## config.mk

```make
export PLATFORM = sky130hd
export DESIGN_NAME = mem_access_ctrl
export DESIGN_NICKNAME = d
export VERILOG_FILES = /design/src/rtl/mem_access_ctrl.sv
export SDC_FILE = /design/constraint.sdc
export NUM_CORES = 1
export LEC_CHECK = 0
export ABC_AREA = 1
export BUFFER_PORTS_ARGS = -buffer_cell sky130_fd_sc_hd__buf_2
export CORE_UTILIZATION = 50
export CTS_CLUSTER_SIZE = 24
export DETAILED_ROUTE_END_ITERATION = 8
export HOLD_SLACK_MARGIN = 0.12
export MAX_ROUTING_LAYER = met4
export PLACE_DENSITY_LB_ADDON = 0.25
export SETUP_SLACK_MARGIN = 0.2
export SYNTH_ARGS = -nofsm -noshare
export SYNTH_HDL_FRONTEND = slang
export SYNTH_SLANG_ARGS = --single-unit
```

## constraint.sdc

```tcl
create_clock -name clk -period 2.5 [get_ports clk]
set_clock_uncertainty 0.15 [all_clocks]
set_input_delay 0.125 -clock clk [delete_from_list [all_inputs] [get_ports clk]]
set_output_delay 0.125 -clock clk [all_outputs]
set_load 0.1 [all_outputs]
```

## src/rtl/mem_access_ctrl.sv

```systemverilog
`default_nettype none
// ============================================================================
// Module   : mem_access_ctrl
// Brief    : MEM-stage load/store sequencer. Drives a req/ack data RAM port
//            with byte enables, stalls the upstream pipeline until the RAM
//            answers, and hands an aligned, extended load word plus the
//            RAM/ALU select to the MEM/WB latch. Misaligned or illegal
//            accesses and RAM timeouts raise a one-cycle fault pulse.
// Revision : 1.0 - initial release
// ============================================================================
module mem_access_ctrl #(
  parameter int DATA_W  = 32,
  parameter int REG_AW  = 5,
  parameter int TIMEOUT = 15
) (
  input  logic              clk,
  input  logic              rst_n,
  input  logic              memReadIn,
  input  logic              memWriteIn,
  input  logic [2:0]        funct3In,
  input  logic [DATA_W-1:0] addrIn,
  input  logic [DATA_W-1:0] storeDataIn,
  input  logic              regWriteEnableIn,
  output logic              stall,
  output logic              select,
  output logic [DATA_W-1:0] loadData,
  output logic              regWriteEnableOut,
  output logic              fault,
  output logic              ram_req,
  output logic              ram_we,
  output logic [DATA_W-1:0] ram_addr,
  output logic [DATA_W-1:0] ram_wdata,
  output logic [3:0]        ram_be,
  input  logic              ram_ack,
  input  logic [DATA_W-1:0] ram_rdata
);

  // The counter must be able to hold TIMEOUT-1, the last BUSY cycle index.
  localparam int c_CNT_W = (TIMEOUT > 1) ? $clog2(TIMEOUT) : 1;
  localparam logic [c_CNT_W-1:0] c_CNT_LAST = c_CNT_W'(TIMEOUT - 1);

  localparam logic [1:0] c_IDLE = 2'd0;
  localparam logic [1:0] c_BUSY = 2'd1;
  localparam logic [1:0] c_DONE = 2'd2;

  // Lane handling below is written for a 32-bit, 4-byte-lane data path.
  if (DATA_W != 32 || REG_AW < 1 || TIMEOUT < 1) begin : g_param_check
    $error("mem_access_ctrl: unsupported parameter set");
  end

  // --------------------------------------------------------------------------
  // State
  // --------------------------------------------------------------------------
  logic [1:0]         r_state;
  logic [c_CNT_W-1:0] r_cnt;
  logic               r_is_load;
  logic [2:0]         r_funct3;
  logic [1:0]         r_off;
  logic               r_fault;
  logic [DATA_W-1:0]  r_load_data;
  logic               r_ram_req;
  logic               r_ram_we;
  logic [DATA_W-1:0]  r_ram_addr;
  logic [DATA_W-1:0]  r_ram_wdata;
  logic [3:0]         r_ram_be;

  // --------------------------------------------------------------------------
  // Request decode
  // --------------------------------------------------------------------------
  logic              w_memop;
  logic              w_is_load;
  logic              w_f3_ok;
  logic              w_aligned;
  logic              w_access_ok;
  logic [3:0]        w_be;
  logic [DATA_W-1:0] w_wdata;

  // Classify the incoming access and build its byte enables / lane data.
  always_comb begin
    w_memop   = memReadIn | memWriteIn;
    // A simultaneous read and write is handled as a load.
    w_is_load = memReadIn;

    if (w_is_load) begin
      w_f3_ok = (funct3In == 3'b000) || (funct3In == 3'b001) ||
                (funct3In == 3'b010) || (funct3In == 3'b100) ||
                (funct3In == 3'b101);
    end else begin
      w_f3_ok = (funct3In == 3'b000) || (funct3In == 3'b001) ||
                (funct3In == 3'b010);
    end

    // funct3[1:0] encodes the access size for both loads and stores.
    case (funct3In[1:0])
      2'b00: begin
        w_aligned = 1'b1;
        w_be      = 4'b0001 << addrIn[1:0];
        w_wdata   = {4{storeDataIn[7:0]}};
      end
      2'b01: begin
        w_aligned = ~addrIn[0];
        w_be      = addrIn[1] ? 4'b1100 : 4'b0011;
        w_wdata   = {2{storeDataIn[15:0]}};
      end
      default: begin
        w_aligned = (addrIn[1:0] == 2'b00);
        w_be      = 4'b1111;
        w_wdata   = storeDataIn;
      end
    endcase

    w_access_ok = w_f3_ok && w_aligned;
  end

  // --------------------------------------------------------------------------
  // Load extraction from the returned RAM word
  // --------------------------------------------------------------------------
  logic [7:0]        w_lane_byte;
  logic [15:0]       w_lane_half;
  logic [DATA_W-1:0] w_ext;

  // Pick the addressed byte/halfword of ram_rdata and sign/zero extend it.
  always_comb begin
    w_lane_byte = ram_rdata[{r_off, 3'b000} +: 8];
    w_lane_half = r_off[1] ? ram_rdata[31:16] : ram_rdata[15:0];
    case (r_funct3)
      3'b000:  w_ext = {{24{w_lane_byte[7]}}, w_lane_byte};
      3'b001:  w_ext = {{16{w_lane_half[15]}}, w_lane_half};
      3'b100:  w_ext = {24'd0, w_lane_byte};
      3'b101:  w_ext = {16'd0, w_lane_half};
      default: w_ext = ram_rdata;
    endcase
  end

  // --------------------------------------------------------------------------
  // Sequencer
  // --------------------------------------------------------------------------
  // IDLE launches or rejects an access, BUSY waits for ack or timeout, DONE
  // releases the pipeline for exactly one cycle.
  always_ff @(posedge clk or negedge rst_n) begin
    if (!rst_n) begin
      r_state     <= c_IDLE;
      r_cnt       <= '0;
      r_is_load   <= 1'b0;
      r_funct3    <= 3'b000;
      r_off       <= 2'b00;
      r_fault     <= 1'b0;
      r_load_data <= '0;
      r_ram_req   <= 1'b0;
      r_ram_we    <= 1'b0;
      r_ram_addr  <= '0;
      r_ram_wdata <= '0;
      r_ram_be    <= 4'b0000;
    end else begin
      // The fault flag is only ever set on entry to DONE, so it lasts one cycle.
      r_fault <= 1'b0;

      case (r_state)
        c_IDLE: begin
          r_cnt <= '0;
          if (w_memop) begin
            if (w_access_ok) begin
              r_ram_req   <= 1'b1;
              r_ram_we    <= ~w_is_load;
              r_ram_addr  <= {addrIn[DATA_W-1:2], 2'b00};
              r_ram_be    <= w_be;
              r_ram_wdata <= w_wdata;
              r_is_load   <= w_is_load;
              r_funct3    <= funct3In;
              r_off       <= addrIn[1:0];
              r_state     <= c_BUSY;
            end else begin
              // Rejected access: the RAM port is left untouched.
              r_fault     <= 1'b1;
              r_load_data <= '0;
              r_state     <= c_DONE;
            end
          end
        end

        c_BUSY: begin
          // Ack is checked first so that an ack on the final cycle still wins.
          if (ram_ack) begin
            if (r_is_load) begin
              r_load_data <= w_ext;
            end
            r_ram_req <= 1'b0;
            r_state   <= c_DONE;
          end else if (r_cnt == c_CNT_LAST) begin
            r_ram_req   <= 1'b0;
            r_load_data <= '0;
            r_fault     <= 1'b1;
            r_state     <= c_DONE;
          end else begin
            r_cnt <= r_cnt + 1'b1;
          end
        end

        c_DONE: begin
          r_cnt   <= '0;
          r_state <= c_IDLE;
        end

        default: begin
          r_cnt     <= '0;
          r_ram_req <= 1'b0;
          r_state   <= c_IDLE;
        end
      endcase
    end
  end

  // --------------------------------------------------------------------------
  // Outputs
  // --------------------------------------------------------------------------
  // Pipeline handshake: hold upstream until DONE; bubbles carry no write.
  always_comb begin
    stall             = w_memop && (r_state != c_DONE);
    select            = memReadIn && (r_state == c_DONE);
    regWriteEnableOut = regWriteEnableIn && !stall && !r_fault;
  end

  assign fault     = r_fault;
  assign loadData  = r_load_data;
  assign ram_req   = r_ram_req;
  assign ram_we    = r_ram_we;
  assign ram_addr  = r_ram_addr;
  assign ram_wdata = r_ram_wdata;
  assign ram_be    = r_ram_be;

endmodule
`default_nettype wire
```

## Yosys cells after proc, flatten, opt, wreduce, memory -nomap -nowiden

Cells that the tools add are included.

| word-level totals | value |
|---|---|
| flip-flop bits (word level) | 113 |
| bits of input ports | 105 |
| output and inout bits | 106 |
| word-level logic and storage cells | 91 |

| operators by class | value |
|---|---|
| add/subtract/negate cells | 1 |
| eq/ne operators | 19 |
| reductions and logical operators | 22 |
| shifts and indexed selects | 2 |
| multiplexer cells | 31 |
| bitwise logic cells | 4 |

Operators by type and width:

| cell | number |
|---|---|
| 32-bit two-way mux | 5 |
| 32-bit case mux with 2 select lines | 2 |
| 32-bit case mux with 4 select lines | 1 |
| 32-bit by 6-bit indexed part select with 8-bit output | 1 |
| 16-bit two-way mux | 1 |
| 4-bit two-way mux | 4 |
| 3-bit == test, second input constant | 4 |
| 2-bit inequality test, second input constant | 6 |
| 1-bit two-way mux | 9 |
| 2-bit two-way mux | 4 |
| 4-bit case mux with 2 select lines | 1 |
| 3-bit by 1-bit == test with 1-bit output, second input constant | 2 |
| 2-bit logical NOT | 3 |
| 3-bit logical NOT | 2 |
| 3-bit inequality test, second input constant | 2 |
| 1-bit logical AND | 5 |
| 5-bit AND reduction | 1 |
| 4-bit by 1-bit adder with 4-bit output, second input constant | 1 |
| 2-bit by 1-bit == test with 1-bit output, second input constant | 2 |
| 4-bit == test, second input constant | 1 |
| 1-bit logical OR | 4 |
| 1-bit case mux with 2 select lines | 2 |
| 2-bit case mux with 2 select lines | 1 |
| 2-bit AND reduction | 2 |
| other kinds (10) | 13 |

## Depth between registers and ports, before layout

Gate-level depths: netlist of the first run.

| logic depth | value |
|---|---|
| depth in word-level cells | 10 |
| depth in mapped cells | 12 |
| mapped depth without buffers | 11 |

## Worst setup path before layout of the first run

Ideal clock, no wire load.

| timing path | value |
|---|---|
| path kind | register -> output |
| from | reg r_state[1] |
| to | out regWriteEnableOut |
| stages on the path, launching flop included | 5 |
| setup slack | -1.051 ns |
| required time | 2.225 ns |
| arrival time | 3.276 ns |
| path buffers | 0 |
| cells stage by stage | dfrtp_1 > inv_1 > nor2_1 > nor2_1 > nor3b_1 |

| between the ends | value |
|---|---|
| cells in the longest elaborated chain, start to end | 5 |

Ends and longest elaborated chain:

| what | line | text |
|---|---|---|
| from (decl) | 54 | `logic [1:0] r_state;` |
| from (signal assigned) | 142 | `r_state <= c_IDLE;` |
| from (signal assigned) | 171 | `r_state <= c_BUSY;` |
| from (signal assigned) | 176 | `r_state <= c_DONE;` |
| 2-bit inequality test | 218 | `stall = w_memop && (r_state != c_DONE);` |
| 1-bit logical AND | 218 |  |
| named net stall | 24 | `output logic stall,` |
| 1-bit logical NOT | 220 | `regWriteEnableOut = regWriteEnableIn && !stall && !r_fault;` |
| 1-bit logical AND (2 in a row) | 220 |  |
| to (decl) | 27 | `output logic regWriteEnableOut,` |

The timed path passes the listed nets, and every way through them passes these cells.

## Worst setup path in the final report of the first run

| timing path | value |
|---|---|
| from | in funct3In[0] |
| to | reg r_ram_be[1], in the netlist ram_be[1] |

| between the ends | value |
|---|---|
| cells in the longest elaborated chain, start to end | 8 |
| elaborated cells on any way between the ends | 16 |
| those cells by class | eq/ne: 5; mux: 3; reduce/logical: 8 |

Ends and longest elaborated chain:

| what | line | text |
|---|---|---|
| from (decl) | 20 | `input logic [2:0] funct3In,` |
| 3-bit by 1-bit == test with 1-bit output / 3-bit logical NOT (equally long branches) | 85, 89 |  |
| 1-bit logical OR (2 in a row) | 85, 89 |  |
| 1-bit logical OR (2 in a row) | 86 | `(funct3In == 3'b010) \|\| (funct3In == 3'b100) \|\|` |
| 1-bit two-way mux | 84 | `if (w_is_load) begin` |
| 1-bit logical AND | 112 | `w_access_ok = w_f3_ok && w_aligned;` |
| 3-bit AND reduction (no line) | - |  |
| to (signal assigned) | 166 | `r_ram_be <= w_be;` |
| to (decl) | 65 | `logic [3:0] r_ram_be;` |

Several ways; a longest one is shown, not always the timed one.
A chain may end at the register's enable or synchronous reset.

==> results of run 1 <==
-- kinds of logic after synthesis --
| family | count (synthesis) |
|---|---|
| AND/OR/NAND/NOR | 418 |
| flip-flops | 113 |
| AO/OA/AOI/OAI | 110 |
| buffers and inverters | 88 |
| XOR/XNOR | 2 |
| adder cells (fa/ha/maj) | 2 |
| other | 1 |
-- cell usage after synthesis --
master,n
sky130_fd_sc_hd__nand2_2,2
sky130_fd_sc_hd__clkbuf_1,13
sky130_fd_sc_hd__xnor2_1,1
sky130_fd_sc_hd__or2_1,1
sky130_fd_sc_hd__a21oi_1,41
sky130_fd_sc_hd__nand3_1,17
sky130_fd_sc_hd__nand2_4,2
sky130_fd_sc_hd__inv_1,41
sky130_fd_sc_hd__nor3b_1,1
sky130_fd_sc_hd__buf_2,16
sky130_fd_sc_hd__nor2_1,64
sky130_fd_sc_hd__conb_1,1
sky130_fd_sc_hd__and3_1,1
sky130_fd_sc_hd__a21oi_2,1
sky130_fd_sc_hd__buf_6,5
sky130_fd_sc_hd__nor2_8,1
sky130_fd_sc_hd__nor2_2,2
sky130_fd_sc_hd__o211ai_1,7
sky130_fd_sc_hd__o21ai_0,59
sky130_fd_sc_hd__buf_4,8
sky130_fd_sc_hd__xor2_1,1
sky130_fd_sc_hd__nand4_2,1
sky130_fd_sc_hd__nand4_1,23
sky130_fd_sc_hd__a211oi_1,2
sky130_fd_sc_hd__inv_2,5
sky130_fd_sc_hd__dfrtp_1,113
sky130_fd_sc_hd__ha_1,2
sky130_fd_sc_hd__nand2_1,303
-- routing by layer --
layer,up-vias,global-route usage (%)
met4,0,19.5
met5,-,-
met2,398,59.7
li1,2987,-
met1,3007,41.0
met3,87,9.26
-- sequential cells by signal (all words and copies together) (netlist names) --
signal and flops:
r_state 2, fault 1, ram_wdata 32, loadData 32, r_funct3 3, ram_addr 30, ram_req 1, r_cnt 4
ram_we 1, ram_be 4, r_is_load 1, r_off 2
-- how the worst min path moves through the flow --
stage	startpoint	to	slack, ps	cells past startpoint
after CTS	addrIn[22]	ram_addr[22]	160	4
after global placement	rst_n	fault	100	1
after detailed placement	rst_n	fault	100	1
after floorplan	rst_n	fault	-320	0
after global routing	addrIn[21]	ram_addr[21]	180	4
final	addrIn[13]	ram_addr[13]	160	4
-- worst max-delay path: stages --
cell and delay (ps):
sky130_fd_sc_hd__dlygate4sd3_1 540, sky130_fd_sc_hd__clkbuf_4 230, sky130_fd_sc_hd__nor2_1 180, sky130_fd_sc_hd__nor2_1 50, sky130_fd_sc_hd__dlygate4sd3_1 570, sky130_fd_sc_hd__nor2_1 100
sky130_fd_sc_hd__dlygate4sd3_1 570, sky130_fd_sc_hd__o21ai_0 80
-- stage by stage --
stage | util (%) | setup slack, ps | hold slack [ps] | area (um2) | cells
final | 79.1 | 289 | 164 | 8580 | 1213
after global routing | 79.1 | 201 | 175 | 8580 | 1213
after CTS | 79.0 | 290 | 162 | 8560 | 1212
after detailed placement | 61.7 | 563 | 100 | 6690 | 1053
after global placement | 61.7 | 609 | 99.5 | 6690 | 1053
after floorplan | - | 338 | -321 | 5590 | 735
-- layout make-up --
| cell class | instances | share of cell area (%) |
|---|---|---|
| diodes | 1 | 0.0292 |
| clock buffers | 18 | 4.99 |
| clock inverters | 14 | 2.09 |
| inverters | 46 | 2.01 |
| multi-input cells | 534 | 27.5 |
| flip-flops and latches | 113 | 33.0 |
| well taps | 140 | 2.04 |
| repair buffers | 347 | 28.4 |
-- what timing repair did --
action                                  in CTS  in global routing
hold buffers                               127                  0
resized for setup                            0                  3
endpoints found under the setup margin       0                 17
endpoints found under the hold margin      226                  0
==> results summary, run 1 <==
Clock tree synthesis found a total of around 110 sinks. The worst setup path is captured at a flip-flop. The mean post-synth cell area came out at 7.60 um2. The capture point of the worst reg-to-reg path is loadData[29].

The wire length on met2 came out at slightly below 10,000 um. Summing all flip-flop and latch instances after layout gives around 2800 um2. The number of global-route vias before repair came out at ~6.5k.

The wire length of the first global-routing pass is ~31,000 um. The most critical setup path has its endpoint at ram_be[1]. In this run the worst setup path begins at funct3In[0]. In the final routing, the length of wire on met1 measures 7510 um.

The startpoint of the most critical register-to-register path is r_cnt[0]. In this run the top signal layer used is met4. The total I/O pin count is between 200 and 250. In this run the tool buffered the top-level ports with around 210 buffer cells. The synthesized design devotes to its leading area cell type approximately 51% of total area.

The full die area is 11,600 um2. The number of setup buffers added after CTS came out at 0. The largest total area in the synthesized netlist belongs to sky130_fd_sc_hd__dfrtp_1. In the layout the commonest cells are 303 x sky130_fd_sc_hd__nand2_1, 206 x sky130_fd_sc_hd__buf_2, 127 x sky130_fd_sc_hd__dlygate4sd3_1. The final weighted congestion in routability-driven placement came out at slightly below 0.9. Compared with the post-synthesis result, the final layout area differs by 53.8%. The clock tree synthesis step divided the H-tree into 4 levels.

The flip-flop and latch count after synthesis came out at 113. After synthesis, the share of cell area in mux cells is 0%. The initial detailed-routing violation count came out at just over 400. The clock transition at the registers of the reported paths came out at 60 ps. The area of combinational cells with multiple inputs is 2360 um2.

The placement row count is 38. The clock passes through at most 2 buffers. The relative slew slack is 38.8%. The wire length per cell after detailed routing is approximately 16 um. Setup repair after global routing left no endpoint under its margin. The total number of nets in the final design came out at about 1.2k. The clock reaches the later pin of the worst-skew pair after 520 ps. Summing the areas of all compound-gate instances in the mapped netlist gives approximately 10% of the synthesized area.

The number of endpoints failing setup at the final stage is 0. The die width is approximately 110 um. The worst path needs approximately 2200 ps of the cycle, external delays included. The worst setup path is of the primary input to flip-flop kind.

The simple-gate share of the synthesized area is between 30 and 40%. The main combinational cell family by area after synthesis is simple AND/OR/NAND/NOR gates. The gate count of the mapped netlist came out at approximately 730. Across all layers, the routed design uses 6,479 vias.

The number of buffers added by the clock tree synthesis step came out at 17. The global-route usage over all layers came out at around 36%. The count of different cell masters after synthesis came out at 28. TritonCTS built the clock tree.

The chip height came out at approximately 110 um. The number of slew-limit violations in the final report was 0. Global routing finished with a remaining overflow of 0. After Yosys synthesis, full adders, half adders and majority gates account for 0.449% of the synthesized area.

Data arrives at the worst endpoint at about 2500 ps. The synthesized area came out at roughly 5600 um2. The iteration count of the initial detailed-routing pass is 7. The worst register-to-register path has a depth of 10. The maximum frequency from static timing analysis is 0.452 GHz. The standard cell core area is 10,800 um2. The library cell used most frequently in the layout, excluding fill and tap cells, is sky130_fd_sc_hd__nand2_1. The total routed wirelength is slightly below 20,000 um. The share of the synthesized netlist area taken by xor and xnor gates is less than 1%. The worst setup path is launched from a primary input. The detail route stage leaves a number of antenna-violating nets equal to 0. The maximum number of pins on one net before global-route repair is a little under 60. The half-perimeter wire length after detailed placement came out at approximately 11,000 um. The tree is rooted in a sky130_fd_sc_hd__clkbuf_8.

The starting utilization of the core area is about half. The final routed DRC violation total is 0. The reported max-cap violation count came out at 0. The number of fillers in the final layout came out at approximately 720.

The number of warning messages in the yosys log is 0. The proportion of synthesized chip area in sequential cells is about half. The post-detailed-route via-to-cell ratio came out at ~5.3. Ranked by total cell area, the synthesized netlist is headed by sky130_fd_sc_hd__dfrtp_1 51%, sky130_fd_sc_hd__nand2_1 20%, sky130_fd_sc_hd__o21ai_0 5.3%. The measured slew at the worst slew-check pin came out at 916 ps. The sum of negative setup slack came out at 0 ps. The proportion of layout cells with a drive suffix above 1 came out at 25.1%.

The number of antenna violations at the first check in global routing was 1. The slack of the worst reg-to-reg path is approximately 480 ps. The total count of hold-check failures in the final report is 0.

The run finished with clean final reports. The path class of the lowest-slack min-delay path is primary input to flip-flop. STA puts the critical path data required time at around 2700 ps. The met3 wire length came out at 1700 um. The worst path uses 88.4% of the clock period. The largest driver fanout on the critical path is 13.
Power of run 1 is left out: the tool's default activity adds up to more than one toggle a clock period on the data nets, which glitch-free logic cannot reach.
==> inputs of run 2 (changes only) <==
--- a/config.mk
+++ b/config.mk
@@ -6,7 +6,7 @@
 export NUM_CORES = 1
 export LEC_CHECK = 0
 export ABC_AREA = 1
-export BUFFER_PORTS_ARGS = -buffer_cell sky130_fd_sc_hd__buf_2
+export BUFFER_PORTS_ARGS = -buffer_cell sky130_fd_sc_hd__buf_4
 export CORE_UTILIZATION = 50
 export CTS_CLUSTER_SIZE = 24
 export DETAILED_ROUTE_END_ITERATION = 8
==> run 2 against run 1 <==
Count of clock-buffer cells in the layout decreased by 1. Sequential cell count unchanged. Design area increased by 5.5%. Global-route usage increased by 1.3 points. Maximum frequency decreased by 1.3%. Non-clock buffer count decreased by 2. Cell count decreased by 0.25%. Worst hold slack improved by 36 ps. Via count increased by 0.26%. Worst setup slack got worse by 29 ps. First-iteration DRC count increased by 14%. Register-to-register slack got worse by 40 ps.
==> results summary, run 2 (synthesis gave the netlist of run 1 again) <==
The critical path buffer and inverter count came to 5 (was 4). RSZ-0062 raised after global routing: false (unchanged). The startpoint of the worst setup timing path is funct3In[1] (was funct3In[0]). The maximum resistive drop on vdd came out at ~1.7 mV. The total routed wirelength is 20,400 um (was 19,700 um).

The total number of nets in the final design was 1,164 (was 1,166). Result of the run: completed (unchanged). The slack of the worst reg-to-reg path was 440 ps (was 480 ps).

The global-route usage over all layers is 37.8% (was 36.4%). The number of global-route vias before repair came out at 6,724 (was 6,539). The number of buffers on the longest clock path came out at 2 (unchanged). The via count is 6,496 (was 6,479). The TritonCTS clock tree was yes (unchanged). The remaining global-route overflow is 0 (unchanged). The number of slew-limit violations in the final report is 0 (unchanged). The number of buffers added by the clock tree synthesis step came to 17 (unchanged). Top library cells by usage in the layout, fill and taps aside: 303 x sky130_fd_sc_hd__nand2_1, 214 x sky130_fd_sc_hd__buf_4, 126 x sky130_fd_sc_hd__dlygate4sd3_1 (was 303 x sky130_fd_sc_hd__nand2_1, 206 x sky130_fd_sc_hd__buf_2, 127 x sky130_fd_sc_hd__dlygate4sd3_1). The kind of critical path is primary input to flip-flop (unchanged). The sum of negative setup slack is 0 ps (unchanged). The share of the cycle needed by the critical path after routing was 89.6% (was 88.4%). Combinational logic is responsible for between 60% and 70% of the overall power. The proportion of layout cells with a drive suffix above 1 came out at 25.0% (was 25.1%). The endpoint class of the critical path is a flip-flop (unchanged).

The number of antenna-violating nets in the routed design came out at 0 (unchanged). For this design the ratio of total power to cell area is ~1500 nW/um2. The leading cell type in the layout, fill and taps excluded is sky130_fd_sc_hd__nand2_1 (unchanged). The maximum single-stage delay on the critical path is 580 ps (was 570 ps). The measured slew at the worst slew-check pin is 902 ps (was 916 ps).

The insertion delay of the later-clocked pin in the worst-skew pair came out at 510 ps (was 520 ps). The relative area change from synthesis to final layout is 62.4% (was 53.8%). The placement row count is 38 (unchanged). Per report_power, the clock group accounts for 16.7% of the total. Cell breakdown of the critical path: dlygate4sd3_1 -> buf_4 -> buf_6 -> nand2_1 -> dlygate4sd3_1 -> o21ai_0 -> dlygate4sd3_1 -> nand2_1 -> nand2_1 (was dlygate4sd3_1 -> clkbuf_4 -> nor2_1 -> nor2_1 -> dlygate4sd3_1 -> nor2_1 -> dlygate4sd3_1 -> o21ai_0). The initial detailed-routing violation count is 465 (was 409). The capture point of the worst reg-to-reg path is loadData[0] (was loadData[29]).

The total I/O pin count came out at 211 (unchanged). The depth of the worst hold-timing path is 4 (unchanged). The worst hold margin is 200 ps (was 164 ps). The sequential fraction of design power is about 22%.

The relative slew slack came out at 39.8% (was 38.8%). The die width is 108 um (unchanged). The total inserted antenna cells is 0 (was 1). The path class of the lowest-slack min-delay path is primary input to flip-flop (unchanged). The starting utilization of the core area is 51.4% (unchanged). The half-perimeter wire length after detailed placement is 11,000 um (was 10,600 um).

The reported max-cap violation count came out at 0 (unchanged). The required time of the worst setup path came out at 2800 ps (was 2740 ps). The data arrival time of the worst path is 2540 ps (was 2450 ps). The number of H-tree levels is 4 (unchanged). The post-route minimum period is 2240 ps (was 2210 ps). The number of antenna violations at the first check in global routing came out at 0 (was 1). The leakage power figure is 0.00490 uW. The share of total power consumed by net switching is roughly three fifths. The maximum number of pins on one net before global-route repair is 81 (was 59).

The standard cell core area is 10,800 um2 (unchanged). The library cell used as clock root buffer was sky130_fd_sc_hd__clkbuf_8 (unchanged). The number of sinks handled by clock tree synthesis is 113 (unchanged). The family with the most delay on the worst path is buffers and inverters (unchanged).

The post-layout instance area is 9050 um2 (was 8580 um2). The wire length per cell after detailed routing is 16.9 um (was 16.3 um). The clock transition at the registers of the reported paths is 60 ps (about the same).

The chip height is 108 um (unchanged). The post-detailed-route via-to-cell ratio came out at 5.37 (was 5.34). The startpoint of the most critical register-to-register path is r_state[1] (was r_cnt[0]). The iteration count of the initial detailed-routing pass came out at 5 (was 7). The largest driver fanout on the critical path came to 39 (was 13). The kind of start point of the critical path was a primary input (unchanged).

The final weighted congestion in routability-driven placement is 0.912 (was 0.889). The number of I/O port buffers came to 208 (unchanged). The sink of the worst hold path is ram_addr[12] (was ram_addr[13]). The full die area is 11,600 um2 (unchanged). The maximum frequency from static timing analysis came to 0.447 GHz (was 0.452 GHz). The wire length of the first global-routing pass came to 32,600 um (was 31,200 um). The total count of hold-check failures in the final report came to 0 (unchanged). The length in cells of the worst reg-to-reg path is 9 (was 10).

The internal cell power is between 5000 and 6000 uW. The start point of the worst min-delay path is addrIn[12] (was addrIn[13]). The placed standard-cell area was 7220 um2 (was 6690 um2). The critical path's slowest cell is sky130_fd_sc_hd__dlygate4sd3_1 (unchanged).

The number of setup buffers added after CTS is 0 (unchanged). The final routed DRC violation total is 0 (unchanged). The number of endpoints failing setup at the final stage is 0 (unchanged). For this design the total switching power over the nets is around 8300 uW.
-- run 2: what timing repair did --
item / CTS / global route
hold endpoints to repair: 226 / 0
endpoints found under the setup margin: 0 / 17
resized for setup: 0 / 2
hold buffers: 126 / 0
-- run 2: area by class of cell --
class                      count  area (um2)
tap                          140         175
sequential                   113        2830
timing repair buffer         345        2960
multi-input combinational    534        2350
inverter                      46         173
clock buffer                  17         414
clock inverter                15         149
fill                         621        1790
-- run 2: per-layer routing --
layer	global-route usage, %	up-vias	share of wire, %
li1	-	2980	-
met1	43.4	3020	38
met2	61.4	415	50
met3	8.41	81	8.3
met4	20.7	0	3.8
met5	-	-	0
-- run 2: power groups by stage --
stage	clock network [uW]	logic (uW)	registers, uW
floorplan	0	1940	7480
global placement	0	8050	3060
detailed placement	0	8130	3040
CTS	2320	8310	3050
global route	2430	8810	3170
finish	2330	8480	3100
-- run 2: metrics by stage --
step | power (uW) | cells | utilization, % | setup slack (ps)
5_1_grt | 14400 | 1210 | 83.5 | 208
6_report | 13900 | 1210 | 83.5 | 261
2_1_floorplan | 9420 | 735 | - | 338
3_3_place_gp | 11100 | 1052 | 66.6 | 548
4_1_cts | 13700 | 1210 | 83.4 | 251
3_5_place_dp | 11200 | 1052 | 66.6 | 508
-- run 2: worst register-to-register path: stages, from the launching register on --
cell and delay (ps):
sky130_fd_sc_hd__dfrtp_1 400, sky130_fd_sc_hd__inv_1 110, sky130_fd_sc_hd__nand2_1 100, sky130_fd_sc_hd__nor2_1 220, sky130_fd_sc_hd__inv_1 440, sky130_fd_sc_hd__nor2_1 260, sky130_fd_sc_hd__nand2_1 110, sky130_fd_sc_hd__nor2_1 100
sky130_fd_sc_hd__nand2_1 70, sky130_fd_sc_hd__nand2_1 50
-- run 2: worst max path at each step --
stage               slack, ps  cells past startpoint             to
floorplan                 340                      4         select
global placement          550                      9    loadData[6]
detailed placement        510                     10   loadData[30]
CTS                       250                      9  ram_wdata[11]
global route              210                      9  ram_wdata[22]
finish                    260                      9  ram_wdata[22]
(Power assumes the default switching activity.)
